===== src/rtl/osd_wb_pkg.sv =====
// Shared Wishbone definitions for the OSD MAM bus adapters: cycle-type
// constants, burst-type extension and the adapter FSM state encoding.
package osd_wb_pkg;

    localparam logic [2:0] CTI_CLASSIC = 3'b000;
    localparam logic [2:0] CTI_INCR    = 3'b010;
    localparam logic [2:0] CTI_END     = 3'b111;
    localparam logic [1:0] BTE_LINEAR  = 2'b00;

    typedef enum logic [2:0] {
        IDLE,
        WR_DATA,
        WR_BUS,
        RD_BUS,
        RD_OUT
    } mam_wb_state_e;

    // Singles are always classic; bursts flag their final beat with CTI_END.
    function automatic logic [2:0] beat_cti(input logic burst, input logic last);
        if (!burst) begin
            return CTI_CLASSIC;
        end
        return last ? CTI_END : CTI_INCR;
    endfunction

endpackage


===== src/rtl/osd_mam_wb_adapter.sv =====
// Bridges the MAM request/write/read handshakes onto a Wishbone B3 master,
// one beat at a time, keeping cyc asserted across a whole burst.
module osd_mam_wb_adapter
    import osd_wb_pkg::*;
#(
    parameter int DATA_WIDTH = 16,
    parameter int ADDR_WIDTH = 32
) (
    input  logic                    clk,
    input  logic                    rst,

    input  logic                    req_valid,
    output logic                    req_ready,
    input  logic                    req_rw,
    input  logic [ADDR_WIDTH-1:0]   req_addr,
    input  logic                    req_burst,
    input  logic [13:0]             req_beats,

    input  logic                    write_valid,
    input  logic [DATA_WIDTH-1:0]   write_data,
    input  logic [DATA_WIDTH/8-1:0] write_strb,
    output logic                    write_ready,

    output logic                    read_valid,
    output logic [DATA_WIDTH-1:0]   read_data,
    input  logic                    read_ready,

    output logic                    wb_cyc_o,
    output logic                    wb_stb_o,
    output logic                    wb_we_o,
    output logic [ADDR_WIDTH-1:0]   wb_adr_o,
    output logic [DATA_WIDTH-1:0]   wb_dat_o,
    output logic [DATA_WIDTH/8-1:0] wb_sel_o,
    output logic [2:0]              wb_cti_o,
    output logic [1:0]              wb_bte_o,
    input  logic [DATA_WIDTH-1:0]   wb_dat_i,
    input  logic                    wb_ack_i,
    input  logic                    wb_err_i,
    input  logic                    wb_rty_i
);

    localparam int BYTES = DATA_WIDTH / 8;

    mam_wb_state_e           state_q, state_d;
    logic                    rw_q;
    logic                    burst_q;
    logic                    cyc_q;
    logic [ADDR_WIDTH-1:0]   addr_q;
    logic [13:0]             beats_q;
    logic [DATA_WIDTH-1:0]   wdata_q;
    logic [DATA_WIDTH-1:0]   rdata_q;
    logic [BYTES-1:0]        sel_q;
    logic                    beat_done;
    logic                    last_beat;

    // An error completes the beat exactly like an ack; retry just holds it.
    assign beat_done = wb_ack_i | wb_err_i;
    assign last_beat = (beats_q == 14'd1);

    always_ff @(posedge clk) begin
        if (rst) begin
            state_q <= IDLE;
        end else begin
            state_q <= state_d;
        end
    end

    always_comb begin
        state_d     = state_q;
        req_ready   = 1'b0;
        write_ready = 1'b0;
        read_valid  = 1'b0;
        wb_stb_o    = 1'b0;
        case (state_q)
            IDLE: begin
                req_ready = !rst;
                if (req_valid) begin
                    state_d = req_rw ? WR_DATA : RD_BUS;
                end
            end
            WR_DATA: begin
                write_ready = 1'b1;
                if (write_valid) begin
                    state_d = WR_BUS;
                end
            end
            WR_BUS: begin
                wb_stb_o = 1'b1;
                if (beat_done) begin
                    state_d = last_beat ? IDLE : WR_DATA;
                end else if (wb_rty_i) begin
                    state_d = WR_BUS;
                end
            end
            RD_BUS: begin
                wb_stb_o = 1'b1;
                if (beat_done) begin
                    state_d = RD_OUT;
                end else if (wb_rty_i) begin
                    state_d = RD_BUS;
                end
            end
            RD_OUT: begin
                read_valid = 1'b1;
                if (read_ready) begin
                    state_d = last_beat ? IDLE : RD_BUS;
                end
            end
            default: state_d = IDLE;
        endcase
    end

    always_ff @(posedge clk) begin
        if (rst) begin
            rw_q    <= 1'b0;
            burst_q <= 1'b0;
            cyc_q   <= 1'b0;
            addr_q  <= '0;
            beats_q <= 14'd0;
            wdata_q <= '0;
            rdata_q <= '0;
            sel_q   <= '0;
        end else begin
            case (state_q)
                IDLE: begin
                    if (req_valid) begin
                        rw_q    <= req_rw;
                        burst_q <= req_burst;
                        addr_q  <= req_addr;
                        beats_q <= (!req_burst || req_beats == 14'd0) ? 14'd1 : req_beats;
                        if (!req_rw) begin
                            cyc_q <= 1'b1;
                            sel_q <= '1;
                        end
                    end
                end
                WR_DATA: begin
                    if (write_valid) begin
                        wdata_q <= write_data;
                        sel_q   <= burst_q ? '1 : write_strb;
                        cyc_q   <= 1'b1;
                    end
                end
                WR_BUS: begin
                    if (beat_done) begin
                        beats_q <= beats_q - 14'd1;
                        addr_q  <= addr_q + ADDR_WIDTH'(BYTES);
                        if (last_beat) begin
                            cyc_q <= 1'b0;
                        end
                    end
                end
                RD_BUS: begin
                    if (beat_done) begin
                        rdata_q <= wb_dat_i;
                    end
                end
                RD_OUT: begin
                    if (read_ready) begin
                        beats_q <= beats_q - 14'd1;
                        addr_q  <= addr_q + ADDR_WIDTH'(BYTES);
                        if (last_beat) begin
                            cyc_q <= 1'b0;
                        end
                    end
                end
                default: cyc_q <= 1'b0;
            endcase
        end
    end

    assign wb_cyc_o  = cyc_q;
    assign wb_we_o   = cyc_q & rw_q;
    assign wb_adr_o  = addr_q;
    assign wb_dat_o  = wdata_q;
    assign wb_sel_o  = sel_q;
    assign wb_cti_o  = cyc_q ? beat_cti(burst_q, last_beat) : CTI_CLASSIC;
    assign wb_bte_o  = BTE_LINEAR;
    assign read_data = rdata_q;

endmodule


===== config.mk =====
export PLATFORM = sky130hd
export DESIGN_NAME = osd_mam_wb_adapter
export DESIGN_NICKNAME = d
export VERILOG_FILES = /design/src/rtl/osd_wb_pkg.sv /design/src/rtl/osd_mam_wb_adapter.sv
export SDC_FILE = /design/constraint.sdc
export NUM_CORES = 1
export LEC_CHECK = 0
export BUFFER_PORTS_ARGS = -buffer_cell sky130_fd_sc_hd__buf_4
export CORE_ASPECT_RATIO = 2
export CORE_MARGIN = 3
export CORE_UTILIZATION = 54
export DETAILED_ROUTE_END_ITERATION = 10
export PLACE_DENSITY = 0.87
export SKIP_LAST_GASP = 1
export SYNTH_ARGS = -nofsm -noshare
export SYNTH_HDL_FRONTEND = slang
export SYNTH_SLANG_ARGS = --single-unit

===== constraint.sdc =====
create_clock -name clk -period 5.3 [get_ports clk]
set_input_delay 0.53 -clock clk [delete_from_list [all_inputs] [get_ports clk]]
set_output_delay 0.53 -clock clk [all_outputs]
set_load 0.02 [all_outputs]

# Word-level counts from Yosys, hierarchy flattened
# Index checks and enable logic that the tools add are counted.
# W data, S select, Z words.
[op_classes]
addsub = 2
n_mul = 0
n_div = 0
order_cmp = 0
eq_ne = 12
shift = 0
n_mux = 39
bitwise_logic = 3
reduce_logical = 15
[op_table]
columns = ["op", "n"]
rows = [
  ["$mux W32", 3],
  ["$pmux W32 S3", 1],
  ["$mux W14", 4],
  ["$pmux W14 S3", 1],
  ["$add A32 B2 Y32 const B", 1],
  ["$mux W3", 10],
  ["$pmux W3 S5", 1],
  ["$eq A14 B1 Y1 const B", 1],
  ["$logic_not A14 Y1", 1],
  ["$sub A14 B1 Y14 const B", 1],
  ["$mux W2", 6],
  ["$mux W1", 11],
  ["$ne A2 B2 Y1 const B", 5],
  ["$reduce_and A4 Y1", 2],
  ["$eq A3 B2 Y1 const B", 2],
  ["$ne A3 B3 Y1 const B", 2],
  ["$reduce_and A2 Y1", 3],
  ["$reduce_and A6 Y1", 1],
  ["$pmux W1 S5", 1],
  ["$reduce_and A5 Y1", 1],
  ["$pmux W2 S2", 1],
  ["$eq A3 B1 Y1 const B", 1],
  ["$eq A3 B3 Y1 const B", 1],
  ["$logic_not A3 Y1", 1],
  ["other kinds (8)", 9],
]
[totals]
register_bits = 86
latch_bits = 0
mem_bits_rw = 0
romBits = 0
input_bits = 90
word_cells = 80
mem_count = 0

# Longest topological paths before layout
[depth]
ltp_word = 5
ltp_mapped = 9

# Worst setup path before layout
# Ideal clock, no wire load.
[synth_path]
kind = "register to output"
start = "register beats_q[4]"
end = "output port wb_cti_o[2]"
arrival_time_ns = 1.716
t_required_ns = 4.770
setup_slack_ns = 3.054
stages_incl_launch_ff = 5
path_buffers = 1
cell_sequence = "dfxtp_1 -> nor4_1 -> nand4_1 -> nor2b_1 -> buf_4"
[synth_via]
elab_chain_len = 4
[synth_lines]
columns = ["element", "line_no", "source"]
rows = [
  ["from (decl)", "osd_mam_wb_adapter.sv:49", "logic [13:0] beats_q;"],
  ["from (signal assigned)", "osd_mam_wb_adapter.sv:130", "beats_q <= (!req_burst || req_beats == 14'd0) ? 14'd1 : req_beats;"],
  ["from (signal assigned)", "osd_mam_wb_adapter.sv:146", "beats_q <= beats_q - 14'd1;"],
  ["from (signal assigned)", "osd_mam_wb_adapter.sv:160", "beats_q <= beats_q - 14'd1;"],
  ["$eq A14 B1 Y1", "osd_mam_wb_adapter.sv:58", "assign last_beat = (beats_q == 14'd1);"],
  ["$mux W3 (2 in series)", "osd_wb_pkg.sv:23", "return last ? CTI_END : CTI_INCR;"],
  ["$mux W3", "osd_mam_wb_adapter.sv:177", "assign wb_cti_o = cyc_q ? beat_cti(burst_q, last_beat) : CTI_CLASSIC;"],
  ["to (decl)", "osd_mam_wb_adapter.sv:34", "output logic [2:0] wb_cti_o,"],
]
# No other way between the ends.

# Final worst setup path
[layout_path]
start = "register state_q[1]"
end = "register addr_q[26], in the netlist wb_adr_o[26]"
[layout_via]
elab_chain_len = 3
[layout_lines]
columns = ["element", "line_no", "source"]
rows = [
  ["from (decl)", "osd_mam_wb_adapter.sv:44", "mam_wb_state_e state_q, state_d;"],
  ["from (signal assigned)", "osd_mam_wb_adapter.sv:64", "state_q <= state_d;"],
  ["$eq A3 B2 Y1 (tied with other cells)", "osd_mam_wb_adapter.sv:124", "case (state_q)"],
  ["$ne A2 B2 Y1 (no line) / $reduce_bool A3 Y1 (equally long branches)", "n/a", ""],
  ["$reduce_and A4 Y1 (no line)", "n/a", ""],
  ["to (signal assigned)", "osd_mam_wb_adapter.sv:129", "addr_q <= req_addr;"],
  ["to (signal assigned)", "osd_mam_wb_adapter.sv:147", "addr_q <= addr_q + ADDR_WIDTH'(BYTES);"],
  ["to (signal assigned)", "osd_mam_wb_adapter.sv:161", "addr_q <= addr_q + ADDR_WIDTH'(BYTES);"],
  ["to (decl)", "osd_mam_wb_adapter.sv:48", "logic [ADDR_WIDTH-1:0] addr_q;"],
]
# Several ways; a longest one is shown, not always the timed one.
# A chain may end at the register's enable or synchronous reset.

==> impl_metrics.yaml <==
die:
  fp.dieH_um: 138
  fp-row-count: 47
  core_area_um2: 8350
  die_width_um: 72.0
  io_pins: 167
  dieArea_um2: 9930
  initial_utilization_pct: 56.3
grt:
  grt_max_degree: 93
  overflow: 0
  grt_pass1_wl_mm: 25.3
  first_global_vias: 5414
  grt_antenna_before_repair: 0
  grt_use_total_pct: 32.3
placement:
  dp_hpwl_mm: 11.7
  routabilityCongestion: 0.926
  place_ws_ps: 2160
  port_buffers: 164
  dp_cells: 853
synth:
  ys.flop_type: "dfxtp_1"
  ys_warn_count: 0
  synthArstFlopShare_pct: 0
  synth-edff-count: 0
  synth-simple-area-share_pct: 31.0
  synth_top_family_by_area: "simple AND/OR/NAND/NOR gates"
  synthCells: 634
  muxShareOfSynthArea_pct: 1.30
  ys_ff_latch: 86
  synth_compound_area_share_pct: 24.4
  synth_area_leaders: "dfxtp_1 37%, nand2_1 8.5%, a21oi_1 7.9%"
  yosysSeqAreaShare_pct: 36.6
  post_synth_num_cell_types: 61
  postSynthAreaPerCell_um2: 7.42
  yosysTopAreaCell: "dfxtp_1"
  synth-adder-area-share_pct: 0.798
  synth_top_area_share_pct: 36.6
  syn_area_um2: 4700
  synth_xor_area_share_pct: 0.532
cts:
  htreeDepth: 3
  cts_tree: "built"
  cts_setup_buffers: 0
  numCtsBuffers: 9
  clk_pin_slew_ps: 70
  cts_hold_buf: 0
  cts_buffer_depth: 2
  cts_resized: 0
  insertion_delay_ps: 340
  clock_sinks: 86
  root_buffer: "clkbuf_16"
cells_and_area:
  diodes: 0
  stdcell_count: 869
  final_net_count: 859
  syn_to_final_growth_pct: 32.6
  n_fill_cell: 669
  drive_gt1_share_pct: 26.1
pwr:
  power_density_nw_per_um2: 470
  peakVddDrop_v: 0.000342
  p_leak_nw: 2.50
route:
  vias: 5492
  drc: 0
  wl_per_cell_um: 18.4
  first_pass_iters: 5
  drtIter0Drc: 767
  ant_nets: 0
  wirelength_mm: 16.0
  vias_per_cell: 6.32
min_path:
  hp-class: "in -> reg"
  min_from: "write_data[3]"
  whs_endpoint: "wb_dat_o[3]$_SDFFE_PP0P_"
  hold_depth: 3
sta:
  timing.final.hold_violations: 0
  tns_ps: 0
  finalSetupViolCount: 0
  worstMarginPinSlew_ps: 1150
  max_freq_mhz: 305
  fin_crit_ps: 3280
  holdWs_ps: 432
  rsz0062_at_grt: "false"
  fin_ws_ps: 2020
  drv_slew: 0
  fin_skew_ps: 8.15
  slew_headroom_pct: 23.4
  fin_crit_sh_pct: 62.0
setup_path:
  start_kind: "flop"
  worstPathArrival_ps: 3550
  path_max_fanout: 25
  end_kind: "flop"
  r2r-end: "wb_adr_o[26]$_SDFFE_PP0P_"
  crit_type: "reg -> reg"
  path_buf_inv: 1
  rrSetupSlack_ps: 2020
  ff2ff_path_depth: 6
  slowest_stage: "a21oi_1"
  cp.required_ps: 5570
  critPathTopFamily: "simple AND/OR/NAND/NOR gates"
  cpPeakStageDelay_ps: 830
  worstPathCellList: "nand2b_1 -> a21oi_1 -> nand2_1 -> buf_4 -> or4_1 -> o211ai_1"
  r2r-start: "state_q[1]$_SDFFE_PP0P_"
run_status:
  status: "completed"
run:
  max_cap_viol_count: 0
## through the flow
stage | power, mW | util, % | cell area, um2
2_1_floorplan | 1.74 | - | 4710
3_3_place_gp | 2.13 | 70.5 | 5880
3_5_place_dp | 2.17 | 70.5 | 5880
4_1_cts | 2.92 | 74.7 | 6240
5_1_grt | 3.09 | 74.7 | 6240
6_report | 2.93 | 74.7 | 6240
## final cells by class
class                           count  area [um2]  share of cell area [%]
Multi-Input combinational cell    491        2740                    43.9
Sequential cell                    86        1720                    27.6
Timing Repair Buffer              168        1260                    20.2
Clock buffer                        9         225                    3.61
Clock inverter                      7         128                    2.05
Tap cell                           98         123                    1.97
Inverter                           10        37.5                   0.602
## synth_stat cells (10+ instances only)
| cell type | number |
|---|---|
| nor2_1 | 47 |
| nor3_1 | 26 |
| a211oi_1 | 10 |
| o21ai_0 | 29 |
| nand4_1 | 15 |
| nand2_1 | 107 |
| a21o_1 | 11 |
| dfxtp_1 | 86 |
| inv_1 | 10 |
| buf_2 | 13 |
| a31oi_1 | 10 |
| or3_1 | 10 |
| clkbuf_1 | 32 |
| a21oi_1 | 74 |
| nand3_1 | 25 |
## placed cells by master, fill, tap and decap left out, drive strengths merged, types with 5 or more instances in the layout
| master | Yosys | layout |
|---|---|---|
| nor3 | 29 | 29 |
| nor4 | 11 | 11 |
| nor2 | 49 | 49 |
| o211ai | 7 | 7 |
| nand3 | 25 | 25 |
| buf | 16 | 168 |
| a21boi | 7 | 7 |
| a211oi | 10 | 10 |
| dfxtp | 86 | 86 |
| and2 | 5 | 5 |
| and3 | 6 | 6 |
| nand2 | 107 | 107 |
| o21ai | 30 | 30 |
| clkbuf | 32 | 9 |
| a31oi | 10 | 10 |
| nand2b | 6 | 6 |
| mux2i | 5 | 5 |
| a21oi | 74 | 74 |
| or3 | 10 | 10 |
| inv | 10 | 13 |
| or4 | 7 | 7 |
| a21o | 11 | 11 |
| nand4 | 16 | 16 |
| a311oi | 5 | 5 |
## where the power goes
part,internal (mW),switching (mW),leakage (nW)
registers,0.782,0.190,0.703
clock network,0.468,0.278,0.173
logic,0.470,0.745,1.62
total,1.72,1.21,2.50
## worst reg2reg max path: cells and delay by family, from the launching register on
kind / cells / cell delay (ps)
buffers and inverters: 1 / 410
flip-flops: 1 / 470
AND/OR/NAND/NOR: 3 / 1410
AO/OA/AOI/OAI: 2 / 920
## state kept, by name (all words and copies together), names as in the netlist
signal / cells
read_data: 16
wb_adr_o: 32
wb_dat_o: 16
state_q: 3
burst_q: 1
rw_q: 1
wb_sel_o: 2
wb_cyc_o: 1
beats_q: 14
## logic make-up after synthesis
kind of cell	after synthesis
buf+inv	58
xor+xnor	2
compound gates	185
flops	86
other cells	1
mux	6
fa+ha+maj	3
simple gates	293
## routing by layer
metal  wire, um  share of wire [%]  global-route usage [%]  vias to the layer above
met4       1130                7.1                    24.8                        0
met3       1050                6.6                    6.17                       84
li1           -                  -                       -                     2574
met2       8420                 53                    56.5                      318
met1       5360                 34                    33.0                     2516
met5          0                  0                       0                        -
## how the worst max path moves through the flow
| stage | cells past startpoint | start | endpoint |
|---|---|---|---|
| floorplan | 4 | beats_q[4]$_SDFFE_PP0P_ | wb_cti_o[2] |
| global placement | 7 | read_ready | wb_adr_o[26]$_SDFFE_PP0P_ |
| detailed placement | 7 | read_ready | wb_adr_o[26]$_SDFFE_PP0P_ |
| CTS | 6 | state_q[1]$_SDFFE_PP0P_ | wb_adr_o[26]$_SDFFE_PP0P_ |
| global route | 6 | state_q[1]$_SDFFE_PP0P_ | wb_adr_o[26]$_SDFFE_PP0P_ |
| finish | 6 | state_q[1]$_SDFFE_PP0P_ | wb_adr_o[26]$_SDFFE_PP0P_ |
(Power assumes the default switching activity.)
